$ cat src/rtl/util_sdio_xfer.sv
`default_nettype none
// ============================================================================
// Module   : util_sdio_xfer
// Brief    : Half-duplex 3-wire SPI master (shared SDIO) running one 24-bit
//            instruction+data transaction per request. Optional csn gap is
//            enabled by defining UTIL_SDIO_XFER_CSN_GAP_EN.
// Revision : 1.0 - initial release
// ============================================================================
module util_sdio_xfer #(
    parameter int CLK_DIV = 4
) (
    input  logic        clk,
    input  logic        rst,
    input  logic        up_req,
    input  logic        up_rnw,
    input  logic [12:0] up_addr,
    input  logic [7:0]  up_wdata,
    output logic        up_ready,
    output logic        up_ack,
    output logic [7:0]  up_rdata,
    output logic        spi_csn,
    output logic        spi_clk,
    output logic        sdio_i,
    output logic        sdio_t,
    input  logic        sdio_o
);

    typedef enum logic [2:0] {
        ST_IDLE  = 3'd0,
        ST_SETUP = 3'd1,
        ST_HIGH  = 3'd2,
        ST_LOW   = 3'd3,
        ST_HOLD  = 3'd4,
        ST_DONE  = 3'd5,
        ST_GAP   = 3'd6
    } state_t;

    localparam logic [8:0] DIV_LAST = 9'(CLK_DIV - 1);
`ifdef UTIL_SDIO_XFER_CSN_GAP_EN
    localparam logic [8:0] GAP_LAST = 9'(2 * CLK_DIV - 1);
`endif

    state_t      state_q, state_d;
    logic [8:0]  cnt_q, cnt_d;
    logic [4:0]  bit_q, bit_d;
    logic [23:0] shift_q, shift_d;
    logic [7:0]  rx_q, rx_d;
    logic        rnw_q, rnw_d;

    logic        ready_q, ready_d;
    logic        ack_q, ack_d;
    logic [7:0]  rdata_q, rdata_d;
    logic        csn_q, csn_d;
    logic        sclk_q, sclk_d;
    logic        sdi_q, sdi_d;
    logic        sdt_q, sdt_d;

    logic        w_last;
    logic        w_active;
    logic        w_release;

    always_comb begin
        state_d = state_q;
        cnt_d   = cnt_q;
        bit_d   = bit_q;
        shift_d = shift_q;
        rx_d    = rx_q;
        rnw_d   = rnw_q;
        w_last  = (cnt_q == DIV_LAST);

        case (state_q)
            ST_IDLE: begin
                if (up_req && ready_q) begin
                    state_d = ST_SETUP;
                    cnt_d   = 9'd0;
                    bit_d   = 5'd23;
                    rnw_d   = up_rnw;
                    shift_d = {up_rnw, 2'b00, up_addr, (up_rnw ? 8'h00 : up_wdata)};
                end
            end
            ST_SETUP: begin
                if (w_last) begin
                    state_d = ST_HIGH;
                    cnt_d   = 9'd0;
                end else begin
                    cnt_d = cnt_q + 9'd1;
                end
            end
            ST_HIGH: begin
                if (w_last) begin
                    cnt_d = 9'd0;
                    // Sample on the edge that ends HIGH (SCLK falling edge)
                    if (rnw_q && (bit_q < 5'd8)) begin
                        rx_d = {rx_q[6:0], sdio_o};
                    end
                    if (bit_q == 5'd0) begin
                        state_d = ST_HOLD;
                    end else begin
                        state_d = ST_LOW;
                        bit_d   = bit_q - 5'd1;
                        shift_d = {shift_q[22:0], 1'b0};
                    end
                end else begin
                    cnt_d = cnt_q + 9'd1;
                end
            end
            ST_LOW: begin
                if (w_last) begin
                    state_d = ST_HIGH;
                    cnt_d   = 9'd0;
                end else begin
                    cnt_d = cnt_q + 9'd1;
                end
            end
            ST_HOLD: begin
                if (w_last) begin
                    state_d = ST_DONE;
                    cnt_d   = 9'd0;
                end else begin
                    cnt_d = cnt_q + 9'd1;
                end
            end
            ST_DONE: begin
`ifdef UTIL_SDIO_XFER_CSN_GAP_EN
                state_d = ST_GAP;
                cnt_d   = 9'd0;
`else
                state_d = ST_IDLE;
`endif
            end
`ifdef UTIL_SDIO_XFER_CSN_GAP_EN
            ST_GAP: begin
                if (cnt_q == GAP_LAST) begin
                    state_d = ST_IDLE;
                    cnt_d   = 9'd0;
                end else begin
                    cnt_d = cnt_q + 9'd1;
                end
            end
`endif
            default: begin
                state_d = ST_IDLE;
                cnt_d   = 9'd0;
            end
        endcase

        // Outputs are derived from next-state values so every pin is a flop
        w_active  = (state_d == ST_SETUP) || (state_d == ST_HIGH) ||
                    (state_d == ST_LOW)   || (state_d == ST_HOLD);
        w_release = rnw_d && (bit_d < 5'd8);

        csn_d   = !w_active;
        sclk_d  = (state_d == ST_HIGH);
        sdt_d   = !w_active || w_release;
        sdi_d   = sdt_d ? 1'b0 : shift_d[23];
        ready_d = (state_d == ST_IDLE);
        ack_d   = (state_d == ST_DONE);
        rdata_d = ((state_d == ST_DONE) && rnw_q) ? rx_d : rdata_q;
    end

    always_ff @(posedge clk) begin
        if (rst) begin
            state_q <= ST_IDLE;
            cnt_q   <= 9'd0;
            bit_q   <= 5'd0;
            shift_q <= 24'd0;
            rx_q    <= 8'd0;
            rnw_q   <= 1'b0;
            ready_q <= 1'b0;
            ack_q   <= 1'b0;
            rdata_q <= 8'd0;
            csn_q   <= 1'b1;
            sclk_q  <= 1'b0;
            sdi_q   <= 1'b0;
            sdt_q   <= 1'b1;
        end else begin
            state_q <= state_d;
            cnt_q   <= cnt_d;
            bit_q   <= bit_d;
            shift_q <= shift_d;
            rx_q    <= rx_d;
            rnw_q   <= rnw_d;
            ready_q <= ready_d;
            ack_q   <= ack_d;
            rdata_q <= rdata_d;
            csn_q   <= csn_d;
            sclk_q  <= sclk_d;
            sdi_q   <= sdi_d;
            sdt_q   <= sdt_d;
        end
    end

    assign up_ready = ready_q;
    assign up_ack   = ack_q;
    assign up_rdata = rdata_q;
    assign spi_csn  = csn_q;
    assign spi_clk  = sclk_q;
    assign sdio_i   = sdi_q;
    assign sdio_t   = sdt_q;

endmodule
`default_nettype wire

$ cat config.mk
export PLATFORM = sky130hd
export DESIGN_NAME = util_sdio_xfer
export DESIGN_NICKNAME = d
export VERILOG_FILES = /design/src/rtl/util_sdio_xfer.sv
export SDC_FILE = /design/constraint.sdc
export NUM_CORES = 1
export LEC_CHECK = 0
export CAP_MARGIN = 20
export CORE_MARGIN = 3
export CORE_UTILIZATION = 40
export DETAILED_ROUTE_END_ITERATION = 8
export DONT_BUFFER_PORTS = 1
export SYNTH_ARGS = -nofsm -noshare
export SYNTH_HDL_FRONTEND = slang
export SYNTH_SLANG_ARGS = --single-unit
$ cat constraint.sdc
create_clock -name clk -period 2.3 [get_ports clk]
set_input_delay 0.46 -clock clk [delete_from_list [all_inputs] [get_ports clk]]
set_output_delay 0.46 -clock clk [all_outputs]
set_load 0.005 [all_outputs]
==> summary by stage <==
Outcome
The flow ran to the end, and the final reports show no timing, DRC or antenna violations.

STA
The worst hold slack across all endpoints is a little over 0.2 ns. The smallest clock period supported by the final layout is computed as 2.18 ns. The slew at the pin closest to its max-slew limit is 0.595 ns. In the final timing run, aggregate negative setup slack is 0 ns. The final number of max-transition violations is 0. The worst-case headroom to the max-slew limit is about three fifths.

The setup violation total in the final timing report is 0. Setup repair after global routing left no endpoint under its margin. The maximum frequency from static timing analysis is ~460 MHz. The share of the clock period used by the worst path is 94.8%. The post-route clock skew is 0.00601 ns. The number of hold-slack violations in the final timing report is 0.

CTS
The number of buffers added by the clock tree synthesis step is 9. The H-tree was split into 3 levels. The clock net sink count is 64. The number of buffers inserted to repair setup after CTS is 0. The number of hold buffers added after CTS is 0. TritonCTS built the clock tree. After clock tree synthesis, the clock-pin slew on the worst setup and hold paths is around 0.070 ns. Counting along the longest clock path gives a buffer depth of 2.

At the later pin of the worst-skew pair, clock insertion delay measures 0.34 ns. The tree is rooted in a sky130_fd_sc_hd__clkbuf_8.

Logic synthesis
Counting every instance in the synthesized netlist gives ~270. The fraction of registers with async set/reset is 0%. The share of the synthesized area in the top cell type is 47.0%.

The leading cell type by number of instances after synthesis is sky130_fd_sc_hd__dfxtp_1. The most instantiated flip-flop cell in the synthesis netlist is sky130_fd_sc_hd__dfxtp_1. The number of synthesized flops with an enable pin is 0. After synthesis, flip-flops and latches occupy between 40 and 50% of the total area.

Yosys mapped the design onto 53 distinct sky130hd cell types. The most area-hungry cell type in the Yosys netlist is sky130_fd_sc_hd__dfxtp_1. By area the synthesized netlist is led by sky130_fd_sc_hd__dfxtp_1 47%, sky130_fd_sc_hd__a222oi_1 7.7%, sky130_fd_sc_hd__nor2_1 6.3%. The number of register bits inferred by synthesis is 64. The cell area after technology mapping is around 2700 um^2. The commonest cells after synthesis are 64 x sky130_fd_sc_hd__dfxtp_1, 46 x sky130_fd_sc_hd__nor2_1, 21 x sky130_fd_sc_hd__a222oi_1. During synthesis, Yosys emitted a total of 0 warnings. The mean area per synthesized cell is around 10 um^2. When the netlist entered floorplanning its net count stood at slightly below 300.

Global routing
Entering global routing, the biggest net connects 54 pins. The first-pass GRT wire length is 8970 um. Global routing consumed, over all layers together, 15.1% of the routing resources. The total congestion overflow after global routing is 0. The via count of the first global-routing pass is about 1900. The number of antenna violations at the first check in global routing is 0.

Final layout
The area growth from synthesis to layout is 10.9%. The count of nets after finishing is 303. The total of fill cells in the finished design is 631. The finished layout holds roughly 360 standard cells, fillers aside. 0 antenna diodes ended up in the layout.

The finished cells cover just over 3000 um^2. The share of post-route cells with drive strength above 1 is roughly a fifth.

Routing
The DRC violation count after routing is 0. The overall routed net length is 5550 um. The detailed router finished its first iteration with ~160 violations. The post-route antenna net violation count is 0. For this block, the via count after detailed routing is approximately 2000. The routed wirelength normalized by instance count is approximately 16 um. The detailed-route vias per instance is 5.69. The number of iterations in the first detailed-routing pass is 6.

Floorplan
The area of the core region is 6490 um^2. For this configuration, the core starts out at a cell density of about two fifths. The count of standard-cell rows is 29.

The die is 88.6 um wide. The total die area is 7850 um^2. In this run the vertical extent of the chip is 88.6 um. 40 I/O pins were placed.

Critical path
The data required time of the critical path is between 2 and 3 ns. STA classifies the critical path endpoint as a flip-flop. Of all nets on the critical path, the largest fanout is 8. The endpoint identified for the worst register-to-register timing path is up_rdata[6]. The category of the critical setup timing path is reg -> reg. Data on the critical path arrives at its endpoint at around 2.4 ns. Setup slack on the worst reg-to-reg path comes out at between 0.1 and 0.15 ns.

STA classifies the critical path startpoint as a flip-flop. The depth of the worst register-to-register path is 7. The beginning of the worst register-to-register path is bit_q[0].

Worst hold path
Along the worst hold path, the cell count comes to 1. The startpoint identified for the worst hold timing path is rst. The hold-critical path endpoint is rx_q[3]. In this run the worst hold path is classified as in -> reg.

Placed design
Routability-driven placement finished with a final weighted congestion of ~0.81. The cell count after placement is 341. The HPWL after detailed placement is between 3000 and 4000 um. In this run the cell area measured after placement is between 2000 and 3000 um^2. The number of buffer cells added on primary ports is 0.

Power
Power spread over the standard cell area amounts to 724 nW/um^2. The analysis attributes to cell leakage a power of roughly 0.0012 uW. The total power consumption of the routed design is about 2200 uW. Across the VDD grid, the largest voltage drop is about 0.00037 V.

Run
Max-cap violations in this run came to 0.
[how the worst max path moves through the flow]
stage | from | to | cells past startpoint
2_1_floorplan | cnt_q[0] | up_rdata[0] | 6
3_3_place_gp | bit_q[0] | up_rdata[1] | 7
3_5_place_dp | bit_q[0] | up_rdata[3] | 7
4_1_cts | bit_q[0] | up_rdata[0] | 7
5_1_grt | bit_q[0] | up_rdata[4] | 7
6_report | bit_q[0] | up_rdata[6] | 7
[worst max-delay path, stage by stage (launching register included)]
cell and delay, ns:
sky130_fd_sc_hd__dfxtp_1 0.31, sky130_fd_sc_hd__inv_1 0.08, sky130_fd_sc_hd__ha_1 0.20, sky130_fd_sc_hd__or4b_4 0.49, sky130_fd_sc_hd__buf_4 0.16, sky130_fd_sc_hd__o31ai_4 0.28, sky130_fd_sc_hd__nand3_4 0.21, sky130_fd_sc_hd__mux2_4 0.34
[power by group]
| group | switching (uW) | leakage, uW | internal [uW] |
|---|---|---|---|
| Sequential | 28.1 | 0.000519 | 1140 |
| Combinational | 88.5 | 0.000607 | 81.6 |
| Clock | 408 | 0.0000882 | 440 |
| Total | 525 | 0.00121 | 1660 |
[cell type report]
type / instances / area (um^2) / share of cell area, %
clock inverters: 3 / 17.5 / 0.579
multi-input cells: 181 / 1350 / 44.5
clock buffers: 12 / 155 / 5.13
inverters: 4 / 15.0 / 0.496
repair buffers: 15 / 113 / 3.72
flip-flops and latches: 64 / 1280 / 42.4
well taps: 77 / 96.3 / 3.19
[what timing repair did]
action                     4_1_cts  5_1_grt
setup endpoints to repair        0        8
hold endpoints to repair         0        0
resized for setup                0        2
[cells by family after synthesis]
group,after synthesis,synth area share [%]
AND/OR/NAND/NOR,104,21.9
XOR/XNOR,8,2.57
multiplexers,20,8.39
adder cells (fa/ha/maj),2,0.917
AO/OA/AOI/OAI,47,15.1
buffers and inverters,22,4.08
flip-flops,64,47.0
[stage by stage]
| stage | util, % | worst slack (ns) |
|---|---|---|
| global placement | 43.7 | 0.149 |
| CTS | 46.4 | 0.0880 |
| global route | 46.6 | 0.0215 |
| floorplan | - | 0.209 |
| finish | 46.6 | 0.119 |
| detailed placement | 43.7 | 0.105 |
[layer usage]
layer	vias up	track usage (%)	wire length, um
li1	1010	-	-
met3	9	6.33	332
met4	0	4.95	79
met5	-	0	0
met2	43	23.4	2540
met1	964	19.0	2600
[flip-flops by register name (all words and copies together) (netlist names)]
register	count
bit_q	5
cnt_q	9
rnw_q	1
rx_q	8
sdio_i	1
sdio_t	1
shift_q	24
spi_clk	1
spi_csn	1
state_q	3
up_ack	1
up_rdata	8
up_ready	1
[placed cells by master, fill, tap and decap left out, drive strengths merged, types with 4 or more instances in the layout]
cell	synthesis	layout
dfxtp	64	64
nor2	46	46
a222oi	21	21
nor2b	16	16
buf	9	15
clkbuf	9	12
mux2	11	11
mux2i	9	9
nand2	8	8
xor2	6	6
a21oi	6	6
nand3	6	6
nand4	5	5
inv	4	4
nor4b	4	4
(Power assumes the default switching activity.)
